==> src/rtl/acq_pkg.sv <==
// Shared definitions for the acquisition capture controller.
// Holds the FSM state encoding and default buffer geometry.
package acq_pkg;

    localparam int DEF_ADDR_W = 11;
    localparam int DEF_DATA_W = 10;
    localparam int DEF_DEPTH  = 1 << DEF_ADDR_W;

    typedef enum logic [2:0] {
        ST_IDLE  = 3'd0,
        ST_PRE   = 3'd1,
        ST_ARMED = 3'd2,
        ST_POST  = 3'd3,
        ST_READ  = 3'd4
    } acq_state_t;

endpackage

==> src/rtl/acq_capture_ctrl_if.sv <==
// Buffer RAM port plus the valid/ready readout stream.
// The controller side is master; the RAM and the consumer sit on the slave side.
interface acq_capture_ctrl_if #(
    parameter int ADDR_W = acq_pkg::DEF_ADDR_W,
    parameter int DATA_W = acq_pkg::DEF_DATA_W
);

    logic [ADDR_W-1:0] sram_addr;
    logic              sram_we;
    logic [DATA_W-1:0] sram_din;
    logic [ADDR_W-1:0] sram_addr_r;
    logic [DATA_W-1:0] sram_dout;
    logic [DATA_W-1:0] rd_data;
    logic              rd_valid;
    logic              rd_ready;

    modport master (
        output sram_addr, sram_we, sram_din, sram_addr_r, rd_data, rd_valid,
        input  sram_dout, rd_ready
    );

    modport slave (
        input  sram_addr, sram_we, sram_din, sram_addr_r, rd_data, rd_valid,
        output sram_dout, rd_ready
    );

endinterface

==> src/rtl/acq_trig_detect.sv <==
// Level-crossing trigger: compares the current sample with the previous written one.
// Combinational trig_o, no backpressure; clr_i invalidates the history on a new capture.
module acq_trig_detect
    import acq_pkg::*;
#(
    parameter int DATA_W = DEF_DATA_W
) (
    input  logic              clk,
    input  logic              rst,
    input  logic              clr_i,
    input  logic              smp_vld_i,
    input  logic [DATA_W-1:0] smp_dat_i,
    input  logic [DATA_W-1:0] level_i,
    input  logic              rise_i,
    output logic              trig_o
);

    logic [DATA_W-1:0] prev_q;
    logic              prev_vld_q;
    logic              cur_above;
    logic              prev_above;

    always_ff @(posedge clk) begin
        if (rst || clr_i) begin
            prev_q     <= '0;
            prev_vld_q <= 1'b0;
        end else if (smp_vld_i) begin
            prev_q     <= smp_dat_i;
            prev_vld_q <= 1'b1;
        end
    end

    assign cur_above  = (smp_dat_i >= level_i);
    assign prev_above = (prev_q >= level_i);
    assign trig_o     = prev_vld_q &&
                        (rise_i ? (!prev_above && cur_above) : (prev_above && !cur_above));

endmodule

==> src/rtl/acq_capture_ctrl.sv <==
// Capture sequencer: pre-trigger fill, circular arm, post fill, chronological readout.
// Write 1 sample/cycle; readout zero-latency, stalls while rd_ready is low.
module acq_capture_ctrl
    import acq_pkg::*;
#(
    parameter int ADDR_W = DEF_ADDR_W,
    parameter int DATA_W = DEF_DATA_W
) (
    input  logic              clk,
    input  logic              rst,
    input  logic              arm,
    input  logic              abort,
    input  logic              trig_rise,
    input  logic [DATA_W-1:0] trig_level,
    input  logic [ADDR_W-1:0] pretrig,
    input  logic [DATA_W-1:0] adc_data,
    acq_capture_ctrl_if.master bus,
    output logic              busy,
    output logic              done
);

    acq_state_t        state_q;
    logic [ADDR_W-1:0] wr_addr_q;
    logic [ADDR_W-1:0] rd_addr_q;
    logic [ADDR_W-1:0] start_q;
    logic [ADDR_W-1:0] pretrig_q;
    logic [ADDR_W-1:0] cnt_q;
    logic [DATA_W-1:0] level_q;
    logic              rise_q;
    logic              we_q;
    logic              rd_valid_q;
    logic              done_q;

    logic              arm_go;
    logic              trig;
    logic [ADDR_W-1:0] start_d;
    logic [ADDR_W-1:0] post_d;

    assign arm_go  = (state_q == ST_IDLE) && arm && !abort;
    assign start_d = wr_addr_q - pretrig_q;
    // Post window is (DEPTH-1) - pretrig, which is the bitwise inverse mod 2^ADDR_W.
    assign post_d  = ~pretrig_q;

    acq_trig_detect #(
        .DATA_W (DATA_W)
    ) u_trig (
        .clk       (clk),
        .rst       (rst),
        .clr_i     (arm_go),
        .smp_vld_i (we_q),
        .smp_dat_i (adc_data),
        .level_i   (level_q),
        .rise_i    (rise_q),
        .trig_o    (trig)
    );

    always_ff @(posedge clk) begin
        if (rst) begin
            state_q    <= ST_IDLE;
            wr_addr_q  <= '0;
            rd_addr_q  <= '0;
            start_q    <= '0;
            pretrig_q  <= '0;
            cnt_q      <= '0;
            level_q    <= '0;
            rise_q     <= 1'b0;
            we_q       <= 1'b0;
            rd_valid_q <= 1'b0;
            done_q     <= 1'b0;
        end else begin
            done_q <= 1'b0;
            if (abort) begin
                state_q    <= ST_IDLE;
                we_q       <= 1'b0;
                rd_valid_q <= 1'b0;
            end else begin
                case (state_q)
                    ST_IDLE: begin
                        if (arm) begin
                            pretrig_q <= pretrig;
                            level_q   <= trig_level;
                            rise_q    <= trig_rise;
                            wr_addr_q <= '0;
                            cnt_q     <= pretrig;
                            we_q      <= 1'b1;
                            state_q   <= (pretrig == '0) ? ST_ARMED : ST_PRE;
                        end
                    end
                    ST_PRE: begin
                        wr_addr_q <= wr_addr_q + ADDR_W'(1);
                        cnt_q     <= cnt_q - ADDR_W'(1);
                        if (cnt_q == ADDR_W'(1)) begin
                            state_q <= ST_ARMED;
                        end
                    end
                    ST_ARMED: begin
                        wr_addr_q <= wr_addr_q + ADDR_W'(1);
                        if (trig) begin
                            start_q <= start_d;
                            if (post_d == '0) begin
                                state_q    <= ST_READ;
                                we_q       <= 1'b0;
                                rd_valid_q <= 1'b1;
                                rd_addr_q  <= start_d;
                                cnt_q      <= '0;
                            end else begin
                                state_q <= ST_POST;
                                cnt_q   <= post_d;
                            end
                        end
                    end
                    ST_POST: begin
                        wr_addr_q <= wr_addr_q + ADDR_W'(1);
                        cnt_q     <= cnt_q - ADDR_W'(1);
                        if (cnt_q == ADDR_W'(1)) begin
                            state_q    <= ST_READ;
                            we_q       <= 1'b0;
                            rd_valid_q <= 1'b1;
                            rd_addr_q  <= start_q;
                            cnt_q      <= '0;
                        end
                    end
                    ST_READ: begin
                        if (bus.rd_ready) begin
                            rd_addr_q <= rd_addr_q + ADDR_W'(1);
                            cnt_q     <= cnt_q + ADDR_W'(1);
                            // cnt_q counts completed transfers; all-ones means this is the last.
                            if (cnt_q == '1) begin
                                state_q    <= ST_IDLE;
                                rd_valid_q <= 1'b0;
                                done_q     <= 1'b1;
                            end
                        end
                    end
                    default: begin
                        state_q    <= ST_IDLE;
                        we_q       <= 1'b0;
                        rd_valid_q <= 1'b0;
                    end
                endcase
            end
        end
    end

    assign bus.sram_addr   = wr_addr_q;
    assign bus.sram_we     = we_q;
    assign bus.sram_din    = adc_data;
    assign bus.sram_addr_r = rd_addr_q;
    assign bus.rd_data     = bus.sram_dout;
    assign bus.rd_valid    = rd_valid_q;
    assign busy            = (state_q != ST_IDLE);
    assign done            = done_q;

endmodule

==> src/flat_wrapper.sv <==
// flat-port wrapper written by rule: the top's interface ports become plain ports
module acq_capture_ctrl_flat import acq_pkg::*;
#(
    parameter int ADDR_W = DEF_ADDR_W,
    parameter int DATA_W = DEF_DATA_W
)
  (clk, rst, arm, abort, trig_rise, trig_level, pretrig, adc_data, busy, done, bus_sram_addr, bus_sram_we, bus_sram_din, bus_sram_addr_r, bus_rd_data, bus_rd_valid, bus_sram_dout, bus_rd_ready);
  acq_capture_ctrl_if #(.ADDR_W(ADDR_W), .DATA_W(DATA_W)) bus_i ();
  input  logic clk;
  input  logic rst;
  input  logic arm;
  input  logic abort;
  input  logic trig_rise;
  input  logic [DATA_W-1:0] trig_level;
  input  logic [ADDR_W-1:0] pretrig;
  input  logic [DATA_W-1:0] adc_data;
  output logic busy;
  output logic done;
  output wire logic [$bits(bus_i.sram_addr)-1:0] bus_sram_addr;
  output wire logic [$bits(bus_i.sram_we)-1:0] bus_sram_we;
  output wire logic [$bits(bus_i.sram_din)-1:0] bus_sram_din;
  output wire logic [$bits(bus_i.sram_addr_r)-1:0] bus_sram_addr_r;
  output wire logic [$bits(bus_i.rd_data)-1:0] bus_rd_data;
  output wire logic [$bits(bus_i.rd_valid)-1:0] bus_rd_valid;
  input wire logic [$bits(bus_i.sram_dout)-1:0] bus_sram_dout;
  input wire logic [$bits(bus_i.rd_ready)-1:0] bus_rd_ready;
  assign bus_sram_addr = bus_i.sram_addr;
  assign bus_sram_we = bus_i.sram_we;
  assign bus_sram_din = bus_i.sram_din;
  assign bus_sram_addr_r = bus_i.sram_addr_r;
  assign bus_rd_data = bus_i.rd_data;
  assign bus_rd_valid = bus_i.rd_valid;
  assign bus_i.sram_dout = bus_sram_dout;
  assign bus_i.rd_ready = bus_rd_ready;
  acq_capture_ctrl #(.ADDR_W(ADDR_W), .DATA_W(DATA_W)) u_core (.clk(clk), .rst(rst), .arm(arm), .abort(abort), .trig_rise(trig_rise), .trig_level(trig_level), .pretrig(pretrig), .adc_data(adc_data), .bus(bus_i), .busy(busy), .done(done));
endmodule
==> config.mk <==
export PLATFORM = sky130hd
export DESIGN_NAME = acq_capture_ctrl_flat
export DESIGN_NICKNAME = d
export VERILOG_FILES = /design/src/rtl/acq_pkg.sv /design/src/rtl/acq_capture_ctrl_if.sv /design/src/rtl/acq_trig_detect.sv /design/src/rtl/acq_capture_ctrl.sv /design/src/flat_wrapper.sv
export SDC_FILE = /design/constraint.sdc
export NUM_CORES = 1
export LEC_CHECK = 0
export CORE_MARGIN = 2
export CORE_UTILIZATION = 35
export CTS_CLUSTER_DIAMETER = 80
export DETAILED_ROUTE_END_ITERATION = 7
export GPL_ROUTABILITY_DRIVEN = 0
export HOLD_SLACK_MARGIN = 0.06
export PLACE_DENSITY = 0.62
export SETUP_SLACK_MARGIN = 0.02
export SLEW_MARGIN = 10
export SYNTH_ARGS = -nofsm -noshare
export SYNTH_HDL_FRONTEND = slang
export SYNTH_SLANG_ARGS = --single-unit
==> constraint.sdc <==
create_clock -name clk -period 7.3 [get_ports clk]
set_input_delay 1.46 -clock clk [delete_from_list [all_inputs] [get_ports clk]]
set_output_delay 1.46 -clock clk [all_outputs]
set_load 0.01 [all_outputs]
### Word-level counts from Yosys, hierarchy flattened

Index checks and enable logic that the tools add are counted.

| word-level totals | value |
|---|---|
| bits in latches | 0 |
| memory bits (read-only) | 0 |
| bits in writable memories | 0 |
| output and inout port bits | 46 |
| memories | 0 |
| bits in registers | 83 |
| logic and storage cells | 103 |

| cells by class | value |
|---|---|
| reductions and logical operators | 29 |
| bitwise gates (word level) | 6 |
| $add $sub $neg | 5 |
| divide/modulo/power cells | 0 |
| eq/ne operators | 13 |
| muxes and demuxes | 35 |
| $mul | 0 |
| order comparisons | 2 |
| shifts and indexed selects | 0 |

Operators by type and width:

| cell | number |
|---|---|
| 11-bit two-way mux | 10 |
| 11-bit one-hot mux with 5 select lines | 1 |
| 11-bit by 1-bit adder with 11-bit output, second input constant | 3 |
| 11-bit one-hot mux with 3 select lines | 1 |
| 11-bit logical NOT | 2 |
| 11-bit one-hot mux with 2 select lines | 1 |
| 3-bit two-way mux | 7 |
| 10-bit >= comparator | 2 |
| 6-bit AND reduction | 3 |
| 3-bit one-hot mux with 5 select lines | 1 |
| 11-bit by 1-bit equality test with 1-bit output, second input constant | 1 |
| 11-bit equality test, second input constant | 1 |
| 1-bit two-way mux | 11 |
| 11-bit NOT | 1 |
| 11-bit by 1-bit subtractor with 11-bit output, second input constant | 1 |
| 11-bit subtractor | 1 |
| 2-bit by 1-bit inequality test with 1-bit output, second input constant | 5 |
| 5-bit AND reduction | 2 |
| 3-bit AND reduction | 3 |
| 1-bit one-hot mux with 4 select lines | 2 |
| 3-bit by 2-bit equality test with 1-bit output, second input constant | 2 |
| 3-bit nonzero test | 2 |
| 2-bit OR reduction | 3 |
| 1-bit logical AND | 5 |
| 12 further kinds | 19 |

### Longest topological paths before layout

Gate-level depths: netlist (run 1).

| logic depth | value |
|---|---|
| depth after elaboration | 7 |
| mapped depth | 12 |
| depth with buffers taken out | 11 |

### Hierarchy

From an unflattened synthesis (run 1), not the netlist that was laid out.

| second synthesis, totals | value |
|---|---|
| cells, all modules | 727 |
| area total of the unflattened synthesis | 5688.0 um^2 |

By module, submodules not included:

| module | cells an instance | area each (um^2) | instances |
|---|---|---|---|
| acq_capture_ctrl | 628 | 4819.6 | 1 |
| acq_trig_detect | 99 | 868.3 | 1 |

### Worst setup path before layout (run 1)

OpenSTA, ideal clock, no wires.

| timing | value |
|---|---|
| path type | input port to flip-flop |
| start point | in adc_data[4] |
| end point | reg u_core.cnt_q[4] |
| arrival | 3370 ps |
| cell stages on the path | 11 |
| setup slack | 3797 ps |
| required time | 7168 ps |
| path through | ha_1 > a21o_1 > a221oi_1 > o21ai_0 > a21oi_1 > nor3_2 > or3_1 > buf_2 > buf_4 > nand3_1 > a21oi_1 |

| on the way | value |
|---|---|
| word-level cells in the longest chain between the ends | 7 |

Ends and longest elaborated chain:

| item | RTL line | source |
|---|---|---|
| start: declaration | flat_wrapper.sv:16 | `input logic [DATA_W-1:0] adc_data;` |
| 10-bit >= comparator (*) | acq_trig_detect.sv:33 | `assign cur_above = (smp_dat_i >= level_i);` |
| 1-bit logical NOT | acq_trig_detect.sv:36 | `(rise_i ? (!prev_above && cur_above) : (prev_above && !cur_above));` |
| 1-bit logical AND | acq_trig_detect.sv:36 |  |
| 1-bit two-way mux (*) | acq_trig_detect.sv:36 |  |
| 1-bit logical AND (*) | acq_trig_detect.sv:35 | `assign trig_o = prev_vld_q &&` |
| 2-bit by 1-bit inequality test with 1-bit output (no source line) (*) | n/a |  |
| 5-bit AND reduction (no source line) (*) | n/a |  |
| end signal: assignment | acq_capture_ctrl.sv:84 | `cnt_q <= pretrig;` |
| end signal: assignment | acq_capture_ctrl.sv:91 | `cnt_q <= cnt_q - ADDR_W'(1);` |
| end signal: assignment | acq_capture_ctrl.sv:108 | `cnt_q <= post_d;` |
| end: declaration | acq_capture_ctrl.sv:27 | `logic [ADDR_W-1:0] cnt_q;` |

Every way passes the cells marked *; elsewhere a longest branch is shown, timed or not.
A chain may end at the register's enable or synchronous reset.

### Worst setup path after layout (run 1)

| timing | value |
|---|---|
| start point | in adc_data[4] |
| end point | reg u_core.state_q[1] |

| on the way | value |
|---|---|
| word-level cells in the longest chain between the ends | 7 |

Ends and longest elaborated chain:

| item | RTL line | source |
|---|---|---|
| 10-bit >= comparator (*) | acq_trig_detect.sv:33 |  |
| 1-bit logical NOT | acq_trig_detect.sv:36 |  |
| 1-bit logical AND | acq_trig_detect.sv:36 |  |
| 1-bit two-way mux (*) | acq_trig_detect.sv:36 |  |
| 1-bit logical AND (*) | acq_trig_detect.sv:35 |  |
| 2-bit by 1-bit inequality test with 1-bit output (no source line) (*) | n/a |  |
| 6-bit AND reduction (no source line) (*) | n/a |  |
| end signal: assignment | acq_capture_ctrl.sv:86 | `state_q <= (pretrig == '0) ? ST_ARMED : ST_PRE;` |
| end: declaration | acq_capture_ctrl.sv:22 | `acq_state_t state_q;` |

Marked as above.

==> run_results.csv, run 1 <==
group,metric,value,unit
floorplan,start_util,0.3619,
cells_and_area,nets,794,
cts,ctsResizeCount,0,
timing,hold_viol_final,0,
floorplan,ios,93,
routing,routed-via-count,4941,
cells_and_area,drive_gt1_frac,0.04609,
job,max-cap-violations,0,
setup_path,required,7.53,ns
timing,rsz0062_at_grt,"false",
floorplan,die_h,127.1,um
cts,clockRootBuffer,"clkbuf_16",
routing,vias_per_cell,5.490,
routing,drt-initial-drc-count,335,
routing,detail-route-antenna-nets,0,
cts,cts_hold_buf,0,
min_path,holdPathEnd,"u_core.level_q[2]",
synth,synthesis.nets,759,
timing,fin_crit_sh,0.5796,
timing,finalSetupTns,0,ns
floorplan,die_area,0.01614,mm2
timing,hold_slack,0.4600,ns
setup_path,crit_fanout,18,
global_route,first_global_vias,4727,
setup_path,worstRegToRegCells,7,
cells_and_area,layout_commonest_cell,"dfxtp_1",
synth,synth_ff_type,"dfxtp_1",
global_route,grt_max_degree,60,
cells_and_area,syn_to_final_growth,18.34,%
global_route,grt-ovfl-total,0,
setup_path,crit_type,"in -> reg",
synth,syn_area,0.005300,mm2
min_path,hold_depth,2,
setup_path,worst_r2r_endpoint,"u_core.cnt_q[1]",
status,outcome,"complete, no violations",
power,p_total,1.230,mW
routing,drt_first_pass_iters,6,
setup_path,endpoint_kind,"flop",
global_route,track_usage,0.1835,
timing,slew_violations,0,
setup_path,reg2reg_slack,4.19,ns
routing,drc,0,
cts,cts_setup_buffers,0,
timing,finalClockSkew,0.008619,ns
power,power.leakage,2.318,nW
cts,clock_latency,0.34,ns
floorplan,die_x,127.1,um
routing,detail_route.wl_per_cell,16.22,um
synth,synthCells,676,
synth,yosysTopAreaCell,"dfxtp_1",
setup_path,reg2reg_from,"u_core.state_q[2]",
min_path,hold_start,"u_core.level_q[2]",
synth,synth-seq-cells,83,
synth,synth_area_per_cell,7.840,um2
floorplan,core-area,0.01464,mm2
global_route,grt_pass1_wl,23.72,mm
synth,async_flop_share,0,
synth,ys_types,67,
cts,cts_tree,"yes",
cts,clkTransAtPathRegs,0.07,ns
cells_and_area,antenna_cells,0,
cts,htreeDepth,3,
synth,yosysSeqAreaShare,0.3135,
min_path,hp-class,"reg -> reg",
cells_and_area,final_util,0.4283,
setup_path,arrival,4.46,ns
placed_design,port_buffers,72,
timing,tightest_slew,1.014,ns
global_route,antenna_found_initial,0,
timing,setup_viol,0,
cts,cts_made_buffers,9,
floorplan,rows,44,
power,power_density,196.1,mW/mm2
synth,yosysTopAreaCellShare,0.3135,
timing,fmax,236.3,MHz
routing,routed_wl,14.60,mm
placed_design,place_hpwl,10.59,mm
cts,cts.sink_count,83,
timing,maxSlewHeadroom,0.3237,
power,peakVddDrop,0.0001311,V
synth,synthTopCellsByArea,"dfxtp_1, ha_1, a21oi_1, nand2_1, nor2_1",
cells_and_area,layout_common_cells,"dfxtp_1, nand2_1, nor2_1, clkdlybuf4s50_1, a21oi_1",
setup_path,cp-start-kind,"input pin",
cts,cts_buffer_depth,2,
timing,fin_crit,4.231,ns
synth,synth-edff-count,0,
synth,yosysWarnings,0,
## Yosys cell counts, types with 8 or more instances
cell,count
inv_1,33
buf_2,8
clkbuf_1,21
nand3_1,24
nor3_1,12
nand2_1,81
buf_4,22
xnor2_1,18
a21oi_1,68
a211oi_1,9
ha_1,35
o21ai_0,27
nand2b_1,8
nor2_1,71
mux2i_1,21
dfxtp_1,83
xor2_1,16
## metal layers
layer	GRT usage	vias up	share of wire	wire length, um
met3	0.04104	23	0.068	995
met4	0.06917	0	0.016	236
met1	0.2518	2271	0.47	6871
met2	0.2821	208	0.44	6494
met5	0	-	0	0
li1	-	2439	-	-
## worst max path at each step
stage,from,to,slack (ns),depth (start not counted)
after global routing,adc_data[4],u_core.state_q[1],2.80,10
after floorplan,adc_data[4],u_core.cnt_q[4],3.80,11
after global placement,adc_data[4],u_core.state_q[1],2.82,10
after CTS,adc_data[4],u_core.state_q[1],3.10,10
final,adc_data[4],u_core.state_q[1],3.07,10
after detailed placement,adc_data[4],u_core.state_q[1],2.74,10
## metrics by stage
stage	cells	setup WS, ns	instance area, um2
global route	900	2.797	6272
floorplan	676	3.797	5300
global placement	884	2.820	5984
CTS	900	3.096	6272
finish	900	3.069	6272
detailed placement	884	2.740	5984
## critical path, stage by stage
cell and delay, ns:
clkdlybuf4s50_1 0.45, ha_1 0.33, a21o_1 0.18, a221oi_1 0.27
o21ai_0 0.13, a21oi_1 0.24, and4b_4 0.31, or3_1 0.56
nand2b_1 0.21, o221a_1 0.31
## kinds of logic (layout without fill, tap and decap cells)
group,after synthesis,count (layout),synth area share
and+or+nand+nor,248,248,0.2226
adders and majority gates,36,36,0.08640
muxes,22,22,0.04178
xor gates and xnor gates,34,34,0.05618
AOI/OAI and AO/OA,168,168,0.2018
buffers and inverters,85,125,0.07767
DFF,83,83,0.3135
## layout make-up
type | count | area, um2
inverters | 34 | 127.6
clock buffers | 12 | 236.5
fillers | 1462 | 8372
multi-input cells | 508 | 3227
clock inverters | 4 | 51.30
well taps | 184 | 230.2
flip-flops and latches | 83 | 1662
repair buffers | 75 | 738.2
## where the power goes
part	internal, mW	switching [mW]	total (mW)	leakage (nW)
sequential	0.472	0.0289	0.501	0.673
clock	0.266	0.188	0.453	0.137
combinational	0.117	0.159	0.276	1.51
total	0.855	0.375	1.23	2.32
## state kept, by name (all words and copies together), names as in the netlist, 3 cells and up
signal,flops
u_core.bus.sram_addr,11
u_core.level_q,10
u_core.u_trig.prev_q,10
u_core.start_q,11
u_core.pretrig_q,11
u_core.cnt_q,11
u_core.bus.sram_addr_r,11
u_core.state_q,3
Note: power is estimated with default switching activity, not from simulation.
==> run 2: changes to the inputs <==
Settings changed: PLACE_DENSITY 0.62 to 0.64.
Clock period 7.3 ns to 3.5 ns, I/O delays scaled along.
==> run 2 against run 1 <==
Against the previous run: core utilization rose by 1.2 points; sequential power rose by 110%; clock-buffer cell count is 1 lower; non-clock buffer count up 16; clock power up 130%; worst hold slack lost 0.0057 ns; sequential share of layout area decreased by 0.70 points; largest power group is now the clock network; power rose by 120%; setup slack lost 2.7 ns; global-route usage decreased by 0.52 points; first-iteration DRC count shrank 0.60%; via count down 0.67%.
==> run_results.csv, run 2 (synthesis results as in run 1) <==
group,metric,value,unit
floorplan,die_h,127.1,um
global_route,grt_pass1_wl,23.09,mm
min_path,hold_depth,2,
floorplan,die_x,127.1,um
cts,clockRootBuffer,"clkbuf_16",
cells_and_area,layout_commonest_cell,"dfxtp_1",
power,netSwitchingPower,793.5,uW
routing,routed-via-count,4908,
power,power_density,417.0,mW/mm2
routing,routed_wl,14.30,mm
cells_and_area,fin_cells,916,
cts,cts_made_buffers,9,
cells_and_area,antenna_cells,0,
setup_path,cp_slowest_cell,"or3_1",
global_route,track_usage,0.1782,
timing,fmax,321.4,MHz
placed_design,port_buffers,72,
power,swShare,0.2954,
power,p_int,1.893,mW
job,max-cap-violations,0,
timing,fin_crit_sh,0.8891,
placed_design,placed_area,0.006117,mm2
routing,drc,0,
cts,cts_hold_buf,0,
placed_design,place_inst,900,
setup_path,critPathBufInv,2,
setup_path,crit_fanout,5,
cells_and_area,layout_common_cells,"dfxtp_1, nand2_1, nor2_1, clkdlybuf4s50_1, a21oi_1",
setup_path,arrival,3.31,ns
power,clkPwrFrac,0.392,
timing,finalClockSkew,0.007994,ns
cts,clkTransAtPathRegs,0.06,ns
timing,hold_viol_final,0,
power,p_seq_frac,0.387,
setup_path,cpPeakStageDelay,0.50,ns
timing,finalSetupTns,0,ns
cts,clock_latency,0.35,ns
cells_and_area,syn_to_final_growth,21.55,%
global_route,antenna_found_initial,0,
setup_path,cp_top_family,"compound AO/OA/AOI/OAI gates",
power,peakVddDrop,0.0002885,V
setup_path,crit_type,"in -> reg",
min_path,hp-class,"reg -> reg",
status,outcome,"complete, no violations",
cts,cts_tree,"yes",
setup_path,worstRegToRegCells,11,
setup_path,worstPathCellList,"clkdlybuf4s50_1 > ha_1 > a21o_1 > a221oi_1 > o21ai_0 > a21oi_1 > nor3_2 > or3_1 > buf_4 > a21oi_1 > a211oi_1",
timing,rsz0062_at_grt,"false",
timing,fin_crit,3.112,ns
cells_and_area,nets,810,
placed_design,place_hpwl,10.63,mm
floorplan,die_area,0.01614,mm2
timing,slew_violations,0,
global_route,grt_max_degree,43,
cts,ctsResizeCount,0,
global_route,first_global_vias,4380,
setup_path,cp_common_cell,"a21oi_1",
floorplan,rows,44,
floorplan,core-area,0.01464,mm2
global_route,grt-ovfl-total,0,
routing,detail-route-antenna-nets,0,
cts,cts_setup_buffers,0,
routing,detail_route.wl_per_cell,15.61,um
setup_path,endpoint_kind,"flop",
timing,tightest_slew,0.8789,ns
cts,cts.sink_count,83,
timing,setup_viol,0,
setup_path,required,3.70,ns
floorplan,ios,93,
routing,drt_first_pass_iters,5,
setup_path,cp-start-kind,"input pin",
cells_and_area,design_area,0.006442,mm2
timing,maxSlewHeadroom,0.4141,
cells_and_area,drive_gt1_frac,0.06967,
floorplan,start_util,0.3619,
routing,drt-initial-drc-count,333,
cts,htreeDepth,3,
cts,cts_buffer_depth,2,
power,power.leakage,2.425,nW
routing,vias_per_cell,5.358,
power,power_frac_comb,0.221,
setup_path,cp.depth,11,
cells_and_area,fillCellCount,1483,
## run 2: power groups by stage
stage / logic [mW] / registers [mW] / clock network, mW
final: 0.594 / 1.04 / 1.05
after floorplan: 0.425 / 1.04 / 0
after detailed placement: 0.586 / 1.06 / 0
after global placement: 0.588 / 1.06 / 0
after global routing: 0.656 / 1.04 / 1.12
after CTS: 0.590 / 1.04 / 1.08
## run 2: layout make-up
type	count	area, um2	share of cell area
repair buffers	91	870.8	0.1352
flip-flops and latches	83	1662	0.2579
inverters	34	127.6	0.01981
well taps	184	230.2	0.03574
clock inverters	5	82.58	0.01282
clock buffers	11	242.7	0.03768
multi-input cells	508	3227	0.5009
## run 2: worst paths after layout
path	startpoint	endpoint	slack, ns
setup / recovery	adc_data[4]	u_core.bus.sram_addr_r[6]	0.39
hold / removal	u_core.level_q[9]	u_core.level_q[9]	0.45
setup reg to reg	u_core.u_trig.prev_q[0]	u_core.bus.sram_addr_r[6]	0.73
hold reg to reg	u_core.level_q[9]	u_core.level_q[9]	0.45
## run 2: metal layers
| layer | up-vias | GRT usage | wire length [um] |
|---|---|---|---|
| li1 | 2486 | - | - |
| met1 | 2263 | 0.2579 | 7116 |
| met2 | 149 | 0.2660 | 6254 |
| met3 | 10 | 0.04690 | 799 |
| met4 | 0 | 0.04008 | 133 |
| met5 | - | 0 | 0 |
## run 2: through the flow
stage	power [mW]	hold WS, ns	util	setup WS (ns)
2_1_floorplan	1.461	0.4363	-	0.7574
3_3_place_gp	1.647	0.4439	0.4177	0.08338
3_5_place_dp	1.644	0.4473	0.4177	0.03823
4_1_cts	2.703	0.4560	0.4399	0.3942
5_1_grt	2.822	0.4664	0.4399	0.2415
6_report	2.687	0.4543	0.4399	0.3883
## run 2: tightest hold or removal path, delay by kind of cell (launching register included)
kind | cells | cell delay [ns]
simple gates | 1 | 0.05
flops | 1 | 0.31
compound gates | 1 | 0.05
==> run 3: changes to the inputs <==
Settings changed: SLEW_MARGIN 10 to 20.
==> results of run 3 <==
Final layout, timing and power as in run 2 (identical DEF).
